`src/rtl/ysyx_25040105_ifu_if.sv`:
```
// Fetch-unit bundle: instruction-memory request/response, decode handoff and execute redirect.
// The master modport is the fetch unit's view; slave is the surrounding pipeline/memory.
interface ysyx_25040105_ifu_if;
    logic        imem_req_valid;
    logic        imem_req_ready;
    logic [31:0] imem_req_addr;
    logic        imem_rsp_valid;
    logic [31:0] imem_rsp_data;
    logic        inst_valid;
    logic        inst_ready;
    logic [31:0] inst;
    logic [31:0] inst_pc;
    logic        redirect_valid;
    logic [31:0] redirect_pc;
    logic        fetch_err;

    modport master (
        output imem_req_valid, imem_req_addr,
        input  imem_req_ready, imem_rsp_valid, imem_rsp_data,
        output inst_valid, inst, inst_pc,
        input  inst_ready,
        input  redirect_valid, redirect_pc,
        output fetch_err
    );

    modport slave (
        input  imem_req_valid, imem_req_addr,
        output imem_req_ready, imem_rsp_valid, imem_rsp_data,
        input  inst_valid, inst, inst_pc,
        output inst_ready,
        output redirect_valid, redirect_pc,
        input  fetch_err
    );
endinterface

```
`src/rtl/ysyx_25040105_ifu.sv`:
```
// Instruction fetch unit: owns the PC, keeps one imem read in flight, holds the word for decode.
// Define IFU_ALIGN_CHECK_EN to trap misaligned redirect targets into a sticky error state.
module ysyx_25040105_ifu #(
    parameter logic [31:0] RESET_PC = 32'h8000_0000
) (
    input  logic                 clk,
    input  logic                 rst,
    ysyx_25040105_ifu_if.master  bus
);
    localparam int unsigned XLEN = 32;

`ifdef IFU_ALIGN_CHECK_EN
    typedef enum logic [2:0] {S_IDLE, S_REQ, S_WAIT, S_HOLD, S_ERR} state_t;
`else
    typedef enum logic [1:0] {S_IDLE, S_REQ, S_WAIT, S_HOLD} state_t;
`endif

    state_t            state_q, state_d;
    logic [XLEN-1:0]   pc_q, pc_d;
    logic [XLEN-1:0]   inst_q, inst_d;
    logic              drop_q, drop_d;
    logic              fetch_err_q, fetch_err_d;
    logic              req_valid_q;
    logic              inst_valid_q;
    logic [XLEN-1:0]   redir_tgt;

`ifdef IFU_ALIGN_CHECK_EN
    logic redir_bad;
    assign redir_tgt = bus.redirect_pc;
    assign redir_bad = bus.redirect_valid && (bus.redirect_pc[1:0] != 2'b00);
`else
    // Low target bits are architecturally meaningless here, so they are simply cleared.
    logic unused_redir_lsb;
    assign redir_tgt        = {bus.redirect_pc[XLEN-1:2], 2'b00};
    assign unused_redir_lsb = ^bus.redirect_pc[1:0];
`endif

    // Next-state and datapath update; redirect outranks every other event.
    always_comb begin
        state_d     = state_q;
        pc_d        = pc_q;
        inst_d      = inst_q;
        drop_d      = drop_q;
        fetch_err_d = fetch_err_q;

        case (state_q)
            S_IDLE: state_d = S_REQ;
            S_REQ: begin
                if (bus.redirect_valid) begin
                    pc_d = redir_tgt;
                    if (bus.imem_req_ready) begin
                        drop_d  = 1'b1;
                        state_d = S_WAIT;
                    end
                end else if (bus.imem_req_ready) begin
                    state_d = S_WAIT;
                end
            end
            S_WAIT: begin
                if (bus.redirect_valid) begin
                    pc_d = redir_tgt;
                    if (bus.imem_rsp_valid) begin
                        drop_d  = 1'b0;
                        state_d = S_REQ;
                    end else begin
                        drop_d  = 1'b1;
                    end
                end else if (bus.imem_rsp_valid) begin
                    if (drop_q) begin
                        drop_d  = 1'b0;
                        state_d = S_REQ;
                    end else begin
                        inst_d  = bus.imem_rsp_data;
                        state_d = S_HOLD;
                    end
                end
            end
            S_HOLD: begin
                if (bus.redirect_valid) begin
                    pc_d    = redir_tgt;
                    state_d = S_REQ;
                end else if (bus.inst_ready) begin
                    pc_d    = pc_q + XLEN'(4);
                    state_d = S_REQ;
                end
            end
`ifdef IFU_ALIGN_CHECK_EN
            S_ERR: state_d = S_ERR;
`endif
            default: state_d = S_IDLE;
        endcase

`ifdef IFU_ALIGN_CHECK_EN
        if (redir_bad && (state_q == S_REQ || state_q == S_WAIT || state_q == S_HOLD)) begin
            pc_d        = redir_tgt;
            drop_d      = 1'b0;
            fetch_err_d = 1'b1;
            state_d     = S_ERR;
        end
`endif
    end

    // State and registered outputs; valids are decoded from the next state so they align with it.
    always_ff @(posedge clk) begin
        if (rst) begin
            state_q      <= S_IDLE;
            pc_q         <= RESET_PC;
            inst_q       <= '0;
            drop_q       <= 1'b0;
            fetch_err_q  <= 1'b0;
            req_valid_q  <= 1'b0;
            inst_valid_q <= 1'b0;
        end else begin
            state_q      <= state_d;
            pc_q         <= pc_d;
            inst_q       <= inst_d;
            drop_q       <= drop_d;
            fetch_err_q  <= fetch_err_d;
            req_valid_q  <= (state_d == S_REQ);
            inst_valid_q <= (state_d == S_HOLD);
        end
    end

    assign bus.imem_req_valid = req_valid_q;
    assign bus.imem_req_addr  = pc_q;
    assign bus.inst_valid     = inst_valid_q;
    assign bus.inst           = inst_q;
    assign bus.inst_pc        = pc_q;
    assign bus.fetch_err      = fetch_err_q;
endmodule

```
`src/flat_wrapper.sv`:
```
// flat-port wrapper written by rule: the top's interface ports become plain ports
module ysyx_25040105_ifu_flat 
#(
    parameter logic [31:0] RESET_PC = 32'h8000_0000
)
  (clk, rst, bus_imem_req_valid, bus_imem_req_addr, bus_imem_req_ready, bus_imem_rsp_valid, bus_imem_rsp_data, bus_inst_valid, bus_inst, bus_inst_pc, bus_inst_ready, bus_redirect_valid, bus_redirect_pc, bus_fetch_err);
  ysyx_25040105_ifu_if bus_i ();
  input  logic clk;
  input  logic rst;
  output wire logic [$bits(bus_i.imem_req_valid)-1:0] bus_imem_req_valid;
  output wire logic [$bits(bus_i.imem_req_addr)-1:0] bus_imem_req_addr;
  input wire logic [$bits(bus_i.imem_req_ready)-1:0] bus_imem_req_ready;
  input wire logic [$bits(bus_i.imem_rsp_valid)-1:0] bus_imem_rsp_valid;
  input wire logic [$bits(bus_i.imem_rsp_data)-1:0] bus_imem_rsp_data;
  output wire logic [$bits(bus_i.inst_valid)-1:0] bus_inst_valid;
  output wire logic [$bits(bus_i.inst)-1:0] bus_inst;
  output wire logic [$bits(bus_i.inst_pc)-1:0] bus_inst_pc;
  input wire logic [$bits(bus_i.inst_ready)-1:0] bus_inst_ready;
  input wire logic [$bits(bus_i.redirect_valid)-1:0] bus_redirect_valid;
  input wire logic [$bits(bus_i.redirect_pc)-1:0] bus_redirect_pc;
  output wire logic [$bits(bus_i.fetch_err)-1:0] bus_fetch_err;
  assign bus_imem_req_valid = bus_i.imem_req_valid;
  assign bus_imem_req_addr = bus_i.imem_req_addr;
  assign bus_i.imem_req_ready = bus_imem_req_ready;
  assign bus_i.imem_rsp_valid = bus_imem_rsp_valid;
  assign bus_i.imem_rsp_data = bus_imem_rsp_data;
  assign bus_inst_valid = bus_i.inst_valid;
  assign bus_inst = bus_i.inst;
  assign bus_inst_pc = bus_i.inst_pc;
  assign bus_i.inst_ready = bus_inst_ready;
  assign bus_i.redirect_valid = bus_redirect_valid;
  assign bus_i.redirect_pc = bus_redirect_pc;
  assign bus_fetch_err = bus_i.fetch_err;
  ysyx_25040105_ifu #(.RESET_PC(RESET_PC)) u_core (.clk(clk), .rst(rst), .bus(bus_i));
endmodule
```
`config.mk`:
```
export PLATFORM = sky130hd
export DESIGN_NAME = ysyx_25040105_ifu_flat
export DESIGN_NICKNAME = d
export VERILOG_FILES = /design/src/rtl/ysyx_25040105_ifu_if.sv /design/src/rtl/ysyx_25040105_ifu.sv /design/src/flat_wrapper.sv
export SDC_FILE = /design/constraint.sdc
export NUM_CORES = 1
export LEC_CHECK = 0
export ABC_AREA = 1
export CAP_MARGIN = 0
export CORE_MARGIN = 2
export CORE_UTILIZATION = 60
export CTS_BUF_LIST = sky130_fd_sc_hd__clkbuf_2
export CTS_CLUSTER_SIZE = 25
export DETAILED_ROUTE_END_ITERATION = 8
export DONT_BUFFER_PORTS = 1
export GPL_TIMING_DRIVEN = 0
export HOLD_SLACK_MARGIN = 0.15
export PLACE_DENSITY_LB_ADDON = 0.15
export RECOVER_POWER = 25
export SLEW_MARGIN = 40
export SYNTH_ARGS = -nofsm -noshare
export SYNTH_HDL_FRONTEND = slang
export SYNTH_SLANG_ARGS = --single-unit
```
`constraint.sdc`:
```
create_clock -name clk -period 1.7 [get_ports clk]
set_input_delay 0.34 -clock clk [delete_from_list [all_inputs] [get_ports clk]]
set_output_delay 0.34 -clock clk [all_outputs]
set_load 0.1 [all_outputs]
```
==> flow_summary.ini, run 1 <==
[logic_synthesis]
avgSynthCellArea_um2 = 6.17
synth.top_cell.area_share = 0.347
synthMostInstantiatedCell = nand2_1
ys_warn_count = 0
synthDistinctLibCells = 25
synth_common_cells = nand2_1 (222), nor2_1 (91), dfxtp_1 (67)
synth_ff_type = dfxtp_1
yosys_register_bits = 67
synth_top_area_cell = dfxtp_1
synthTopCellsByArea = dfxtp_1 (35%), nand2_1 (22%), nor2_1 (8.8%)
synth_edf_count = 0
netlist_area_um2 = 3870
ys_seq_area_frac = 0.347
syn_inst = 627
async_reset_ff_frac = 0

[sta]
worst_endpoint = bus_inst_pc[10]
timing.worst_endpoint.kind = primary output

[die]
rows = 29
die_w_um = 84.3
dieHeight_um = 84.3
start_util = 0.616
io_pins = 169

[place]
hpwl_um = 8480
pre_cts_ws_ns = -0.477
gp_congestion = 0.887
io_buffers = 0

[clock_tree]
cts_max_level = 3
cts_sinks = 67
clockBufferDepth = 2
clock-root-buffer = clkbuf_2
cts-buffers-inserted = 9

[status]
outcome = aborted with a tool error
stop_error = [ERROR DPL-0033] detailed placement checks failed during check placement.
lastStage = 5_1_grt

[grt]
antenna_found_initial = 1
grt_start_max_net_pins = 15
[stage by stage]
| stage | std cells | instance area [um^2] | setup TNS, ns |
|---|---|---|---|
| after CTS | 801 | 5540 | -0.858 |
| after detailed placement | 708 | 4100 | -24.56 |
| after global placement | 708 | 4050 | -19.50 |
| after floorplan | 631 | 3960 | 0 |
[what timing repair did]
action / in CTS
setup buffers: 10
pin swaps: 6
hold endpoints to repair: 64
setup endpoints to repair: 95
gates resized for setup: 167
hold buffers: 65
cloned: 2
[cell families after synthesis]
group,Yosys count,share of synthesized area
flip-flops,67,0.347
AO/OA/AOI/OAI,93,0.125
other,1,0.000970
buffers and inverters,97,0.129
XOR/XNOR,2,0.00453
AND/OR/NAND/NOR,361,0.374
adder cells (fa/ha/maj),6,0.0194
==> run 2: changes to the inputs <==
- CORE_UTILIZATION: 60 -> 40
- CTS_BUF_LIST: sky130_fd_sc_hd__clkbuf_2 -> default
- CTS_CLUSTER_SIZE: 25 -> default
- HOLD_SLACK_MARGIN: 0.15 -> default
- clock period: 1.7 -> 2.2 ns (I/O delays scaled with it)
==> run 2 against run 1 <==
Compared with the run above: the flow now finishes without violations; area after synthesis unchanged; synthesized cell count unchanged.
==> flow_summary.ini, run 2 <==
[status]
outcome = complete, no violations

[logic_synthesis]
synth_top_area_cell = dfxtp_1
synthDistinctLibCells = 25
ys_seq_area_frac = 0.347
synth_edf_count = 0
synthMostInstantiatedCell = nand2_1
netlist_area_um2 = 3870
synth.top_cell.area_share = 0.347
ys_warn_count = 0
async_reset_ff_frac = 0
synth_ff_type = dfxtp_1
synth_common_cells = nand2_1 (222), nor2_1 (91), dfxtp_1 (67)
yosys_register_bits = 67
synthTopCellsByArea = dfxtp_1 (35%), nand2_1 (22%), nor2_1 (8.8%)
syn_inst = 627
avgSynthCellArea_um2 = 6.17

[min_path]
hp-class = input port to flop
worstHoldStart = rst

[final_layout]
fill_cells = 1022
area_delta_synth_final_pct = 12.9
multi_input_area_um2 = 2050
fin_area_um2 = 4370
layout.nets = 719
layout_common_cells = nand2_1 (222), nor2_1 (90), a21oi_1 (63), inv_1 (36), buf_4 (36)
regArea_um2 = 1440
insertedDiodeCount = 0
instances_no_fill = 777
drive_gt1_frac = 0.173
final_common_cell = nand2_1
largest_reg_flops = 32

[power]
power.share.combinational = 0.186
vdd_ir_drop_max_mv = 0.476
power.density_nw_per_um2 = 782
swShare = 0.431
power_switching_mw = 1.47
clockPowerShare = 0.327
pwr-share-seq = 0.487
p_int_mw = 1.94
power_leakage_nw = 1.56

[place]
place_inst = 760
placed_cell_area_um2 = 4120
io_buffers = 0
pre_cts_ws_ns = 0.0583
hpwl_um = 8950
gp_congestion = 0.960

[critical_path]
startpoint = u_core.state_q[0]$_SDFF_PP0_
endpoint_kind = flop
worstPathMaxFanout = 10
crit_path_max_incr_delay_ns = 0.43
critical_path_class = flop to flop
critical_path_required_ns = 2.42
r2r_start = u_core.state_q[0]$_SDFF_PP0_
critPathLaunchType = flop
slowest_stage = dfxtp_1
path_cells = inv_1, ha_1, inv_1, nor2_1, nor3_4, inv_2, clkbuf_1, nor2_1, nand2_1, a21oi_1
cp.arrival_ns = 2.21

[die]
io_pins = 169
die_w_um = 102
die-area_um2 = 10500
core_um2 = 9330
rows = 35
dieHeight_um = 102
start_util = 0.414

[grt]
grtUsageMet3 = 0.0698
overflow = 0
grt_start_max_net_pins = 15
antenna_found_initial = 0
grt_pass1_vias = 3676
grt_use_met2 = 0.386
grt_usage = 0.227
grt_pass1_wl_um = 18300
busiest_layer = met2
met1_usage = 0.274

[sta]
grt_setup_unrepaired = no
tightest_slew_ns = 0.984
finalHoldViolCount = 0
worst_slack_ns = 0.212
fin_skew_ns = 0.0100
layout_min_cycle_time_ns = 1.99
relSlewSlack = 0.343
max_freq_mhz = 503
timing.final.crit_share = 0.904
hold_ws_ns = 0.152
drv_slew = 0
setup_violations = 0

[clock_tree]
cts_tree = done
path_clk_slew_ns = 0.09
clock-root-buffer = clkbuf_8
cts_max_level = 3
cts_hold_buf = 0
cts-buffers-inserted = 9
clk_latency_ns = 0.36
clockBufferDepth = 2
cts_sinks = 67

[routing]
dr.pass1.iters = 4
viasPerCell = 5.05
detail-route-antenna-nets = 0
wirelength_um = 11600
drt_iter0_drc = 164
drc_errors = 0
routedWlPerCell_um = 14.9
num_vias = 3925

[run]
cap_viol_max_count = 0
-- run 2: metrics by stage --
step | utilization | setup TNS [ns] | total power [mW]
floorplan | - | 0 | 2.24
global placement | 0.434 | -4.24 | 2.32
detailed placement | 0.442 | 0 | 2.33
CTS | 0.464 | 0 | 3.43
global route | 0.468 | 0 | 3.54
finish | 0.468 | 0 | 3.41
-- run 2: critical path, delay by kind of cell, from the launching register on --
kind                       cells  cell delay (ns)
buffers and inverters          4             0.67
DFF                            1             0.43
adders and majority gates      1             0.28
AOI/OAI and AO/OA              1             0.05
and+or+nand+nor                4             0.40
-- run 2: repair_timing --
action,in CTS,in global routing
gates resized for setup,0,29
setup endpoints to repair,0,58
setup buffers,0,1
-- run 2: cell families after synthesis --
family,share of synthesized area
adder cells (fa/ha/maj),0.0194
XOR/XNOR,0.00453
other,0.000970
AND/OR/NAND/NOR,0.374
AO/OA/AOI/OAI,0.125
buffers and inverters,0.129
flip-flops,0.347
-- run 2: final cells by class --
type,count,area share
Tap cell,129,0.0370
Buffer,59,0.0834
Clock inverter,7,0.0189
Sequential cell,67,0.329
Inverter,38,0.0327
Clock buffer,9,0.0284
Multi-Input combinational cell,467,0.469
Timing Repair Buffer,1,0.00172
-- run 2: worst paths after layout --
path | endpoint | slack [ns] | cells after the start
worst max-delay path | u_core.bus.imem_req_addr[17]$_SDFFE_PP0P_ | 0.21 | 10
worst min-delay path | u_core.state_q[0]$_SDFF_PP0_ | 0.15 | 1
worst max register to register | u_core.bus.imem_req_addr[17]$_SDFFE_PP0P_ | 0.21 | 10
worst min register to register | u_core.drop_q$_SDFFE_PP0P_ | 0.49 | 2
-- run 2: layer usage --
metal	wire length [um]	up-vias
met1	4820	1781
li1	-	1984
met3	924	17
met5	0	-
met4	230	0
met2	5610	143
-- run 2: power by group through the flow --
stage                     registers (mW)  logic (mW)  clock network, mW
after floorplan                     1.66       0.583                  0
after global placement              1.69       0.631                  0
after detailed placement            1.70       0.633                  0
after CTS                           1.67       0.634               1.12
after global routing                1.68       0.679               1.18
final                               1.66       0.635               1.11
Power figures use the tool's default switching activity.
